$ cat src/rtl/alu_issue_pkg.sv
// alu_issue_pkg: shared types for the ALU issue stage.
// Holds widths, ALU op codes, FSM states and the instruction bundle.
package alu_issue_pkg;

  localparam int DATA_W = 4;
  localparam int OP_W   = 3;
  localparam int IDX_W  = 4;

  typedef enum logic [OP_W-1:0] {
    OP_ADD = 3'b000,
    OP_SUB = 3'b001,
    OP_AND = 3'b010,
    OP_OR  = 3'b011,
    OP_XOR = 3'b100,
    OP_NOT = 3'b101,
    OP_LT  = 3'b110,
    OP_GT  = 3'b111
  } op_e;

  typedef enum logic [1:0] {
    IDLE,
    EXEC,
    WB
  } state_e;

  typedef struct packed {
    op_e              op;
    logic [IDX_W-1:0] rd;
    logic [IDX_W-1:0] rs1;
    logic [IDX_W-1:0] rs2;
    logic             imm_en;
    logic [DATA_W-1:0] imm;
  } instr_t;

endpackage

$ cat src/rtl/alu_issue_fifo.sv
// alu_issue_fifo: power-of-two instruction buffer of instr_t.
// Pointers wrap naturally; push is refused when full, pop when empty.
module alu_issue_fifo
  import alu_issue_pkg::*;
#(
  parameter int DEPTH = 2
) (
  input  logic                       clk,
  input  logic                       rst,
  input  logic                       push,
  input  instr_t                     din,
  input  logic                       pop,
  output instr_t                     dout,
  output logic                       full,
  output logic                       empty,
  output logic [$clog2(DEPTH):0]     count
);

  localparam int AW = $clog2(DEPTH);

  instr_t          mem [DEPTH];
  logic [AW-1:0]   wr_ptr;
  logic [AW-1:0]   rd_ptr;
  logic            do_push;
  logic            do_pop;

  assign full    = (count == (AW+1)'(DEPTH));
  assign empty   = (count == '0);
  assign do_push = push && !full;
  assign do_pop  = pop && !empty;
  assign dout    = mem[rd_ptr];

  // Storage write; contents need no reset since count gates reads.
  always_ff @(posedge clk) begin
    if (do_push) mem[wr_ptr] <= din;
  end

  // Pointer and occupancy bookkeeping.
  always_ff @(posedge clk) begin
    if (rst) begin
      wr_ptr <= '0;
      rd_ptr <= '0;
      count  <= '0;
    end else begin
      if (do_push) wr_ptr <= wr_ptr + 1'b1;
      if (do_pop)  rd_ptr <= rd_ptr + 1'b1;
      case ({do_push, do_pop})
        2'b10:   count <= count + 1'b1;
        2'b01:   count <= count - 1'b1;
        default: count <= count;
      endcase
    end
  end

endmodule

$ cat src/rtl/alu_issue_ctrl.sv
// alu_issue_ctrl: issue stage that drives the 4-bit ALU and writes back.
// Optional sticky overflow flag via ALU_ISSUE_STICKY_OVF_EN.
module alu_issue_ctrl
  import alu_issue_pkg::*;
#(
  parameter int NREGS      = 4,
  parameter int FIFO_DEPTH = 2
) (
  input  logic                     clk,
  input  logic                     rst,
  input  logic                     in_valid,
  output logic                     in_ready,
  input  logic [OP_W-1:0]          in_op,
  input  logic [$clog2(NREGS)-1:0] in_rd,
  input  logic [$clog2(NREGS)-1:0] in_rs1,
  input  logic [$clog2(NREGS)-1:0] in_rs2,
  input  logic                     in_imm_en,
  input  logic [DATA_W-1:0]        in_imm,
  output logic [DATA_W-1:0]        alu_a,
  output logic [DATA_W-1:0]        alu_b,
  output logic [OP_W-1:0]          alu_ctrl,
  output logic                     alu_enable,
  input  logic [DATA_W-1:0]        alu_result,
  input  logic                     alu_zero,
  input  logic                     alu_overflow,
  output logic                     flag_zero,
  output logic                     flag_ovf,
  input  logic                     clr_ovf,
  output logic                     busy,
  output logic [7:0]               retired,
  input  logic [$clog2(NREGS)-1:0] dbg_sel,
  output logic [DATA_W-1:0]        dbg_data
);

  localparam int RW = $clog2(NREGS);

  state_e              state_q;
  state_e              state_d;
  instr_t              push_instr;
  instr_t              head;
  instr_t              iss;
  logic                pop;
  logic                full;
  logic                empty;
  logic [$clog2(FIFO_DEPTH):0] fifo_count;
  logic [DATA_W-1:0]   res_q;
  logic                res_zero_q;
  logic                res_ovf_q;
  logic [DATA_W-1:0]   regfile [NREGS];
  logic                unused;

  assign push_instr.op     = op_e'(in_op);
  assign push_instr.rd     = IDX_W'(in_rd);
  assign push_instr.rs1    = IDX_W'(in_rs1);
  assign push_instr.rs2    = IDX_W'(in_rs2);
  assign push_instr.imm_en = in_imm_en;
  assign push_instr.imm    = in_imm;

  assign in_ready = !full;
  assign busy     = (state_q != IDLE) || !empty;
  assign dbg_data = regfile[dbg_sel];

  alu_issue_fifo #(
    .DEPTH (FIFO_DEPTH)
  ) u_fifo (
    .clk   (clk),
    .rst   (rst),
    .push  (in_valid),
    .din   (push_instr),
    .pop   (pop),
    .dout  (head),
    .full  (full),
    .empty (empty),
    .count (fifo_count)
  );

  // FSM state register.
  always_ff @(posedge clk) begin
    if (rst) state_q <= IDLE;
    else     state_q <= state_d;
  end

  // Next state, FIFO pop and ALU drive; ALU side is quiet outside EXEC.
  always_comb begin
    state_d    = state_q;
    pop        = 1'b0;
    alu_a      = '0;
    alu_b      = '0;
    alu_ctrl   = '0;
    alu_enable = 1'b0;
    case (state_q)
      IDLE: begin
        if (!empty) begin
          state_d = EXEC;
          pop     = 1'b1;
        end
      end
      EXEC: begin
        state_d    = WB;
        alu_a      = regfile[iss.rs1[RW-1:0]];
        alu_b      = iss.imm_en ? iss.imm
                                : regfile[iss.rs2[RW-1:0]];
        alu_ctrl   = iss.op;
        alu_enable = 1'b1;
      end
      WB: begin
        if (!empty) begin
          state_d = EXEC;
          pop     = 1'b1;
        end else begin
          state_d = IDLE;
        end
      end
      default: state_d = IDLE;
    endcase
  end

  // Issue register loads the FIFO head on every pop.
  always_ff @(posedge clk) begin
    if (rst)      iss <= '0;
    else if (pop) iss <= head;
  end

  // Capture ALU outputs at the end of EXEC.
  always_ff @(posedge clk) begin
    if (rst) begin
      res_q      <= '0;
      res_zero_q <= 1'b0;
      res_ovf_q  <= 1'b0;
    end else if (state_q == EXEC) begin
      res_q      <= alu_result;
      res_zero_q <= alu_zero;
      res_ovf_q  <= alu_overflow;
    end
  end

  // Writeback: regfile, flags and retire counter.
  always_ff @(posedge clk) begin
    if (rst) begin
      for (int i = 0; i < NREGS; i++) regfile[i] <= '0;
      flag_zero <= 1'b0;
      flag_ovf  <= 1'b0;
      retired   <= '0;
    end else begin
      if (state_q == WB) begin
        regfile[iss.rd[RW-1:0]] <= res_q;
        flag_zero <= res_zero_q;
        retired   <= retired + 8'd1;
      end
`ifdef ALU_ISSUE_STICKY_OVF_EN
      flag_ovf <= (clr_ovf ? 1'b0 : flag_ovf)
                | ((state_q == WB) && res_ovf_q);
`else
      if (state_q == WB) flag_ovf <= res_ovf_q;
`endif
    end
  end

`ifdef ALU_ISSUE_STICKY_OVF_EN
  assign unused = ^{iss.rd, iss.rs1, iss.rs2, fifo_count};
`else
  assign unused = ^{iss.rd, iss.rs1, iss.rs2, fifo_count, clr_ovf};
`endif

endmodule

$ cat config.mk
export PLATFORM = sky130hd
export DESIGN_NAME = alu_issue_ctrl
export DESIGN_NICKNAME = d
export VERILOG_FILES = /design/src/rtl/alu_issue_pkg.sv /design/src/rtl/alu_issue_fifo.sv /design/src/rtl/alu_issue_ctrl.sv
export SDC_FILE = /design/constraint.sdc
export NUM_CORES = 1
export LEC_CHECK = 0
export BUFFER_PORTS_ARGS = -buffer_cell sky130_fd_sc_hd__buf_4
export CAP_MARGIN = 30
export CORE_UTILIZATION = 30
export DETAILED_ROUTE_END_ITERATION = 12
export PLACE_DENSITY_LB_ADDON = 0.1
export SLEW_MARGIN = 40
export SYNTH_ARGS = -nofsm -noshare
export SYNTH_HDL_FRONTEND = slang
export SYNTH_SLANG_ARGS = --single-unit
$ cat constraint.sdc
create_clock -name clk -period 1.4 [get_ports clk]
set_input_delay 0.07 -clock clk [delete_from_list [all_inputs] [get_ports clk]]
set_output_delay 0.07 -clock clk [all_outputs]
set_load 0.01 [all_outputs]
==> impl_metrics.toml, run 1 <==
[job]
cap_violations = 0

[logic_synthesis]
yosysWarnings = 0
syn-instance-count = 270
yosysTopAreaCell = "edfxtp_1"
synth_edf_count = 44
yosys.cell_types.count = 39
synth_ff_type = "edfxtp_1"
yosysSeqAreaShare_pct = 59.0
syn_area_mm2 = 0.00346
synth_most_common_cell = "edfxtp_1"
synth_seq_cells = 80
ys_top_cells_by_area = "edfxtp_1, dfxtp_1, mux4_2"
synthesis.nets = 298
syn-mean-instance-area_um2 = 12.8
synth_commonest_cells = "edfxtp_1, dfxtp_1, nor2_1"
yosysTopAreaCellShare_pct = 38.2
synthArstFlopShare_pct = 0

[clock_network]
clock_latency_ns = 0.33
cts_buffers = 9
root_buffer = "clkbuf_16"
clk_pin_slew_ns = 0.06
clock-sinks = 80
clock_path_buffers = 2
htree_num_levels = 3
cts_tree = "done"

[pwr]
finalPower_uw = 8000
ir_drop_mv = 1.26
pwr_density_cell_mw_per_mm2 = 1650
power_leakage_uw = 0.00184

[timing]
finalCritPeriodShare_pct = 119
worst_pin_slew_ns = 0.343
hold_viol = 0
rsz0062_at_grt = "yes"
fin_ws_ns = -0.268
setup-violations-final = 14
slew_headroom_pct = 77.1
period_minus_slack_ns = 1.67
fmax_mhz = 600
drv_slew = 0
finalSetupTns_ns = -2.30
whs_ns = 0.0252
finClkSkew_ns = 0.00619

[layout]
multi_input_area_mm2 = 0.00140
insertedDiodeCount = 0
fillers = 1048
syn2layout_area_growth_pct = 39.9
nets = 396
seq_area_mm2 = 0.00205
fin_util_pct = 43.9
drive_above_1_share_pct = 38.6

[global_routing]
grtUsageTotal_pct = 13.6
antenna_found_initial = 0
grt_start_max_net_pins = 31
grt_pass1_vias = 2306
grt_pass1_wl_mm = 12.0
grt-ovfl-total = 0

[outcome]
status = "complete, but fails checks"
violations = "setup timing"

[place]
gp_congestion = 0.697
hpwl_mm = 4.96
io_buffers = 52
post-place-ws_ns = -0.0457

[floorplan]
core_area_mm2 = 0.0110
fp-row-count = 38
ios = 54
dieArea_mm2 = 0.0120
dieHeight_um = 109
die-width_um = 109
start_util_pct = 31.4

[routing]
wl_per_cell_um = 14.7
routed_wl_mm = 7.52
vias = 2358
ant_nets = 0
drc = 0
drt-pass1-iter-count = 4
drtIter0Drc = 85
vias_per_cell = 4.60

[critical_path]
path_max_fanout = 3
start_kind = "flip-flop"
end_kind = "output pin"
r2r_cells = 6
critPathKind = "flip-flop to output pin"
required_ns = 1.33
critical_path_arrival_ns = 1.60

[min_path]
holdCritPathClass = "primary input to flip-flop"
min_path_cells = 3
-- sequential cells by signal, summed over array words and instances (netlist names) --
name	cells
flag_ovf	1
flag_zero	1
iss	14
regfile	16
res_ovf_q	1
res_q	4
res_zero_q	1
retired	8
state_q	2
u_fifo.count	2
u_fifo.mem	28
u_fifo.rd_ptr	1
u_fifo.wr_ptr	1
-- per-stage QoR --
| stage | area (µm²) | std cells |
|---|---|---|
| CTS | 4770 | 509 |
| global placement | 4150 | 466 |
| detailed placement | 4150 | 466 |
| finish | 4840 | 513 |
| global route | 4840 | 513 |
| floorplan | 3500 | 270 |
-- per-layer routing --
metal | GRT usage (%) | up-vias | routed length, µm
li1 | - | 1182 | -
met1 | 18.9 | 1122 | 3730
met2 | 21.0 | 44 | 3430
met3 | 2.37 | 10 | 249
met4 | 5.71 | 0 | 110
met5 | 0 | - | 0
-- worst paths after layout --
check                                     from                            to  slack (ns)
setup / recovery   regfile[1][3]$_SDFFCE_PN0P_                      alu_b[3]       -0.27
hold / removal                   alu_result[0]         res_q[0]$_SDFFE_PP0N_        0.03
setup reg to reg  u_fifo.count[0]$_SDFFE_PP0P_  u_fifo.count[1]$_SDFFE_PP0P_       -0.06
hold reg to reg         res_ovf_q$_SDFFE_PP0N_        res_ovf_q$_SDFFE_PP0N_        0.46
-- report_power, final --
group	leakage (µW)	switching [µW]	total (µW)	internal (µW)
combinational	0.000989	1140	2510	1370
sequential	0.000725	380	3310	2930
clock	0.000129	969	2180	1220
total	0.00184	2490	8000	5510
-- worst max-delay path, stage by stage (launching register included) --
cell      delay, ns
edfxtp_1       0.44
mux4_2         0.46
mux2i_1        0.15
nor2_1         0.07
buf_4          0.14
-- logic make-up (layout without fill, tap and decap cells) --
| group | count (synthesis) | count (layout) | synth area share, % |
|---|---|---|---|
| and+or+nand+nor | 97 | 97 | 16.1 |
| AOI/OAI and AO/OA | 35 | 35 | 6.47 |
| adders and majority gates | 2 | 2 | 0.723 |
| DFF | 80 | 80 | 59.0 |
| buffers and inverters | 19 | 122 | 2.78 |
| muxes | 32 | 32 | 13.7 |
| xor gates and xnor gates | 5 | 5 | 1.27 |
-- what timing repair did --
| item | in CTS | in global routing |
|---|---|---|
| gates cloned | 1 | 1 |
| hold buffers | 19 | 0 |
| setup buffers | 7 | 3 |
| pin swaps | 9 | 6 |
| endpoints found under the hold margin | 33 | 0 |
| setup endpoints to repair | 18 | 46 |
| gates resized for setup | 29 | 6 |
-- layout make-up --
class	instances	area share (%)
Timing Repair Buffer	102	18.8
Multi-Input combinational cell	171	28.9
Inverter	3	0.388
Tap cell	140	3.62
Clock inverter	7	1.11
Sequential cell	80	42.4
Timing Repair inverter	1	0.129
Clock buffer	9	4.65
-- layout by cell type (no fill, tap or decap), types with 2 or more instances in the layout --
| cell | synthesis | layout |
|---|---|---|
| dlygate4sd3_1 | 0 | 19 |
| mux2i_1 | 18 | 18 |
| xor2_1 | 2 | 2 |
| clkinvlp_4 | 0 | 3 |
| nor4_4 | 1 | 2 |
| buf_4 | 1 | 66 |
| or2_2 | 3 | 3 |
| nor4b_4 | 2 | 2 |
| a21oi_1 | 14 | 14 |
| and2_4 | 0 | 5 |
| nand3b_1 | 2 | 2 |
| buf_12 | 0 | 2 |
| dfxtp_1 | 36 | 30 |
| xnor2_1 | 3 | 3 |
| nand2b_4 | 1 | 3 |
| nand3_1 | 3 | 3 |
| or3_1 | 4 | 4 |
| nor2_1 | 26 | 26 |
| nand2_1 | 21 | 20 |
| edfxtp_1 | 44 | 44 |
| and2_1 | 23 | 18 |
| mux4_2 | 12 | 12 |
| o21ai_0 | 4 | 4 |
| dfxtp_4 | 0 | 2 |
| buf_6 | 1 | 14 |
| dfxtp_2 | 0 | 4 |
| nor2b_1 | 4 | 4 |
| a211oi_1 | 14 | 14 |
| inv_6 | 0 | 3 |
| clkbuf_16 | 0 | 10 |
Power figures use the tool's default switching activity.
==> run 2, diff against run 1 <==
PLACE_DENSITY_LB_ADDON = 0.15   (was 0.1)
clock period = 1.8 ns   (was 1.4 ns; I/O delays follow)
==> run 2 against run 1 <==
The flow now finishes without violations. Highest routed layer unchanged. Sequential share of layout area increased by 3.0 points. Critical path depth unchanged. Utilization decreased by 3.0 points. Combinational power decreased by 39%.
==> impl_metrics.toml, run 2 (same netlist as run 1, synthesis figures left out) <==
[critical_path]
path_depth = 4
r2r-start = "u_fifo.count[0]$_SDFFE_PP0P_"
slowest_delay_ns = 0.51
startpoint = "regfile[3][2]$_DFFE_PP_"
crit_end = "alu_b[2]"
critPathKind = "flip-flop to output pin"
r2r_cells = 5
required_ns = 1.71
end_kind = "output pin"
reg2reg_to = "u_fifo.count[1]$_SDFFE_PP0P_"
start_kind = "flip-flop"
path_cells = "mux4_2 -> mux2i_1 -> nor2_1 -> buf_4"
regToRegSetupSlack_ns = 0.24
critical_path.slowest_cell = "mux4_2"
path_max_fanout = 3
critical_path_arrival_ns = 1.60
path_buf_inv = 1
path_delay_family = "multiplexers"

[place]
gp_congestion = 0.695
post-place-ws_ns = 0.245
io_buffers = 52
hpwl_mm = 4.86

[routing]
ant_nets = 0
drc = 0
routed_wl_mm = 6.93
wl_per_cell_um = 14.2
drt-pass1-iter-count = 4
vias_per_cell = 4.58
drtIter0Drc = 64
vias = 2233

[floorplan]
die-width_um = 109
dieArea_mm2 = 0.0120
ios = 54
start_util_pct = 31.4
dieHeight_um = 109
fp-row-count = 38
core_area_mm2 = 0.0110

[global_routing]
grt_start_max_net_pins = 31
grt_pass1_wl_mm = 11.0
grt_pass1_vias = 2151
grt-ovfl-total = 0
antenna_found_initial = 0
grtUsageTotal_pct = 12.7

[layout]
reg_top3 = "u_fifo.mem x28, regfile x16, iss x14"
insertedDiodeCount = 0
most-common-layout-cells = "buf_4, edfxtp_1, dfxtp_1, nor2_1, and2_1"
regMostFlops = "u_fifo.mem"
nets = 372
layout_commonest_cell = "buf_4"
drive_above_1_share_pct = 30.2
syn2layout_area_growth_pct = 30.3
largest_register_ffs = 28

[timing]
fmax_mhz = 591
finalCritPeriodShare_pct = 94.0
hold_viol = 0
worst_pin_slew_ns = 0.381
rsz0062_at_grt = "no"
period_minus_slack_ns = 1.69
setup-violations-final = 0
slew_headroom_pct = 74.5
finalSetupTns_ns = 0
finClkSkew_ns = 0.00483
drv_slew = 0
fin_ws_ns = 0.109

[pwr]
ir_drop_mv = 0.607
p_sw_share_pct = 28.8
p_int_uw = 4270
power_frac_seq_pct = 43.1
p_switching_uw = 1720
pwr_density_cell_mw_per_mm2 = 1330
power_leakage_uw = 0.00168
clockPowerShare_pct = 31.5
p_comb_share_pct = 25.4

[clock_network]
clock-sinks = 80
clk_pin_slew_ns = 0.06
htree_num_levels = 3
clock_latency_ns = 0.32
root_buffer = "clkbuf_16"
cts_buffers = 9
clock_path_buffers = 2
cts_tree = "done"

[outcome]
status = "finished, final reports clean"

[job]
cap_violations = 0

[min_path]
holdCritPathClass = "primary input to flip-flop"
min_path_cells = 3
-- run 2: changes by cell type in the layout (fill, tap and decap cells not counted), sizes merged --
cell | previous run | this run
buf | 82 | 64
clkinv | 1 | 0
bufinv | 0 | 2
dlygate4sd3 | 19 | 15
inv | 7 | 3
-- run 2: power groups by stage --
| stage | combinational (µW) | clock, µW | sequential (µW) |
|---|---|---|---|
| floorplan | 1190 | 0 | 2460 |
| global placement | 1520 | 0 | 2620 |
| detailed placement | 1520 | 0 | 2620 |
| CTS | 1560 | 1940 | 2590 |
| global route | 1690 | 2020 | 2640 |
| finish | 1520 | 1890 | 2580 |
-- run 2: final cells by class --
cell class                      count  area [µm²]
Clock inverter                      5        82.6
Multi-Input combinational cell    171        1320
Sequential cell                    80        2050
Fill cell                        1097        6520
Timing Repair Buffer               79         643
Tap cell                          140         175
Inverter                            3        11.3
Clock buffer                       10         229
-- run 2: per-layer routing --
layer	GRT usage, %	routed length (µm)	vias up	part of all wire [%]
li1	-	-	1133	-
met1	16.6	3360	1049	48
met2	19.9	3230	46	47
met3	3.08	259	5	3.7
met4	5.43	77	0	1.1
met5	0	0	-	0
-- run 2: worst register-to-register path, cell delays in order (launching register included) --
cell and delay (ns):
dfxtp_1 0.40, nand2b_1 0.22, nand2_1 0.08, ha_1 0.31
or3_1 0.35, a21oi_1 0.14
-- run 2: what timing repair did --
item                                    4_1_cts  5_1_grt
endpoints found under the setup margin        4        5
hold buffers                                 15        0
hold endpoints to repair                     29        0
gates resized for setup                       1        2
pin swaps                                     0        0
buffers inserted                              0        0
-- run 2: worst min-delay path by stage --
stage | slack, ns | from | endpoint
after global routing | 0.01 | alu_zero | res_zero_q$_SDFFE_PP0N_
after floorplan | 0.19 | in_imm[0] | u_fifo.mem[0][0]$_DFFE_PP_
after global placement | 0.28 | in_op[2] | u_fifo.mem[1][13]$_DFFE_PP_
after detailed placement | 0.28 | in_rd[1] | u_fifo.mem[0][10]$_DFFE_PP_
after CTS | 0.0005 | alu_zero | res_zero_q$_SDFFE_PP0N_
final | 0.01 | alu_zero | res_zero_q$_SDFFE_PP0N_
-- run 2: stage by stage --
stage | cell area (µm²) | utilization (%) | total power [µW] | cells | hold WS (ns)
final | 4510 | 40.9 | 5990 | 488 | 0.0131
after global routing | 4510 | 40.9 | 6360 | 488 | 0.0137
after CTS | 4510 | 40.8 | 6090 | 488 | 0.000478
after detailed placement | 4040 | 36.6 | 4150 | 458 | 0.278
after global placement | 4040 | 36.6 | 4130 | 458 | 0.275
after floorplan | 3460 | - | 3650 | 270 | 0.189
==> run 3, diff against run 2 <==
CORE_ASPECT_RATIO = 1.2   (was unset)
==> run 3 against run 2 <==
Global-route usage up 0.30 points. Die area about the same. Critical path depth unchanged. Highest routed layer unchanged. Largest cell class unchanged.
==> impl_metrics.toml, run 3 (same netlist as run 1, synthesis figures left out) <==
[routing]
vias_per_cell = 4.48
wl_per_cell_um = 13.9
drt-pass1-iter-count = 4
routed_wl_mm = 7.03
drc = 0
ant_nets = 0
vias = 2262
drtIter0Drc = 76

[global_routing]
grtUsageTotal_pct = 13.0
grt-ovfl-total = 0
antenna_found_initial = 0
grt_start_max_net_pins = 31
grt_pass1_vias = 2295
grt_pass1_wl_mm = 11.5

[floorplan]
die-width_um = 100
dieHeight_um = 120
fp-row-count = 42
core_area_mm2 = 0.0111
ios = 54
dieArea_mm2 = 0.0120
start_util_pct = 31.1

[layout]
layout_commonest_cell = "buf_4"
insertedDiodeCount = 0
seq_area_mm2 = 0.00205
nets = 374
most-common-layout-cells = "buf_4, edfxtp_1, dfxtp_1, nor2_1, and2_1"
finalNonFillerCells = 505
largest_register_ffs = 28
drive_above_1_share_pct = 30.2
multi_input_area_mm2 = 0.00132
fillers = 1129
reg_top3 = "u_fifo.mem x28, regfile x16, iss x14"
syn2layout_area_growth_pct = 30.0
regMostFlops = "u_fifo.mem"

[timing]
setup-violations-final = 0
worst_pin_slew_ns = 0.319
finClkSkew_ns = 0.00417
slew_headroom_pct = 78.7
hold_viol = 0
whs_ns = 0.0149
period_minus_slack_ns = 1.68
fmax_mhz = 594
drv_slew = 0
fin_ws_ns = 0.117
finalSetupTns_ns = 0
rsz0062_at_grt = "no"
finalCritPeriodShare_pct = 93.5

[pwr]
clockPowerShare_pct = 29.0
ir_drop_mv = 0.529
finalPower_uw = 5770
power_frac_seq_pct = 44.4
p_int_uw = 4020
pwr_density_cell_mw_per_mm2 = 1280
p_comb_share_pct = 26.6
power_leakage_uw = 0.00167
p_sw_share_pct = 30.2
p_switching_uw = 1740

[critical_path]
path_delay_family = "multiplexers"
path_depth = 4
reg2reg_to = "u_fifo.count[1]$_SDFFE_PP0P_"
slowest_delay_ns = 0.50
path_max_fanout = 3
r2r-start = "u_fifo.count[0]$_SDFFE_PP0P_"
path_buf_inv = 1
start_kind = "flip-flop"
critPathKind = "flip-flop to output pin"
path_cells = "mux4_2 -> mux2i_1 -> nor2_1 -> buf_4"
end_kind = "output pin"
critical_path_arrival_ns = 1.59
required_ns = 1.71
r2r_cells = 5
regToRegSetupSlack_ns = 0.23
critical_path.slowest_cell = "mux4_2"

[min_path]
holdCritPathClass = "primary input to flip-flop"
min_to = "res_q[2]$_SDFFE_PP0N_"
min-delay-start = "alu_result[2]"
min_path_cells = 3

[clock_network]
cts_buffers = 9
clk_pin_slew_ns = 0.06
root_buffer = "clkbuf_16"
clock-sinks = 80
htree_num_levels = 3
clock_path_buffers = 2
clock_latency_ns = 0.33
cts_tree = "done"

[place]
post-place-ws_ns = 0.248
dp_cells = 472
hpwl_mm = 4.96
gp_congestion = 0.695
io_buffers = 52

[job]
cap_violations = 0

[outcome]
status = "finished, final reports clean"
run 3: cell count changes in the layout (fill, tap and decap cells not counted), sizes merged:
cell / before / now
bufinv: 2 / 0
clkbuf: 10 / 11
clkinv: 0 / 2
clkinvlp: 3 / 2
dlygate4sd3: 15 / 17
inv: 3 / 4
run 3: power by group through the flow:
stage	combinational, µW	clock, µW	sequential, µW
6_report	1540	1670	2560
5_1_grt	1720	1800	2620
4_1_cts	1570	1720	2570
3_5_place_dp	1540	0	2610
3_3_place_gp	1520	0	2600
2_1_floorplan	1190	0	2460
run 3: per-stage QoR:
stage	instance area (µm²)	util (%)
2_1_floorplan	3460	-
5_1_grt	4500	40.4
3_5_place_dp	4050	36.3
6_report	4500	40.4
4_1_cts	4490	40.3
3_3_place_gp	4050	36.3
run 3: how the worst max path moves through the flow:
stage / startpoint / endpoint / slack (ns)
floorplan: state_q[0]$_SDFFE_PP0P_ / u_fifo.count[1]$_SDFFE_PP0P_ / 0.24
CTS: iss[5]$_SDFFE_PP0P_ / alu_b[1] / 0.05
global placement: u_fifo.count[0]$_SDFFE_PP0P_ / u_fifo.count[1]$_SDFFE_PP0P_ / 0.27
global route: regfile[3][1]$_DFFE_PP_ / alu_b[1] / 0.03
finish: regfile[3][2]$_DFFE_PP_ / alu_b[2] / 0.12
detailed placement: u_fifo.count[0]$_SDFFE_PP0P_ / u_fifo.count[1]$_SDFFE_PP0P_ / 0.25
run 3: tightest hold or removal path: cells and delay by family:
family,cells,cell delay [ns]
AOI/OAI and AO/OA,1,0.05
buffers and inverters,1,0.11
and+or+nand+nor,1,0.05
run 3: what timing repair did:
item / CTS / global route
setup endpoints to repair: 8 / 1
hold buffers: 17 / 0
endpoints found under the hold margin: 31 / 0
cloned: 0 / 0
gates resized for setup: 2 / 1
setup buffers: 0 / 0
run 3: metal layers:
| metal | routed length [µm] | global-route usage [%] |
|---|---|---|
| met2 | 3590 | 22.0 |
| met1 | 3040 | 15.2 |
| met3 | 239 | 3.03 |
| met4 | 162 | 6.79 |
| met5 | 0 | 0 |
run 3: area by class of cell:
| type | instances | share of cell area [%] |
|---|---|---|
| inverters | 3 | 0.250 |
| clock inverters | 5 | 0.696 |
| flip-flops and latches | 80 | 45.5 |
| multi-input cells | 171 | 29.4 |
| repair buffers | 81 | 14.5 |
| well taps | 154 | 4.28 |
| clock buffers | 11 | 5.40 |
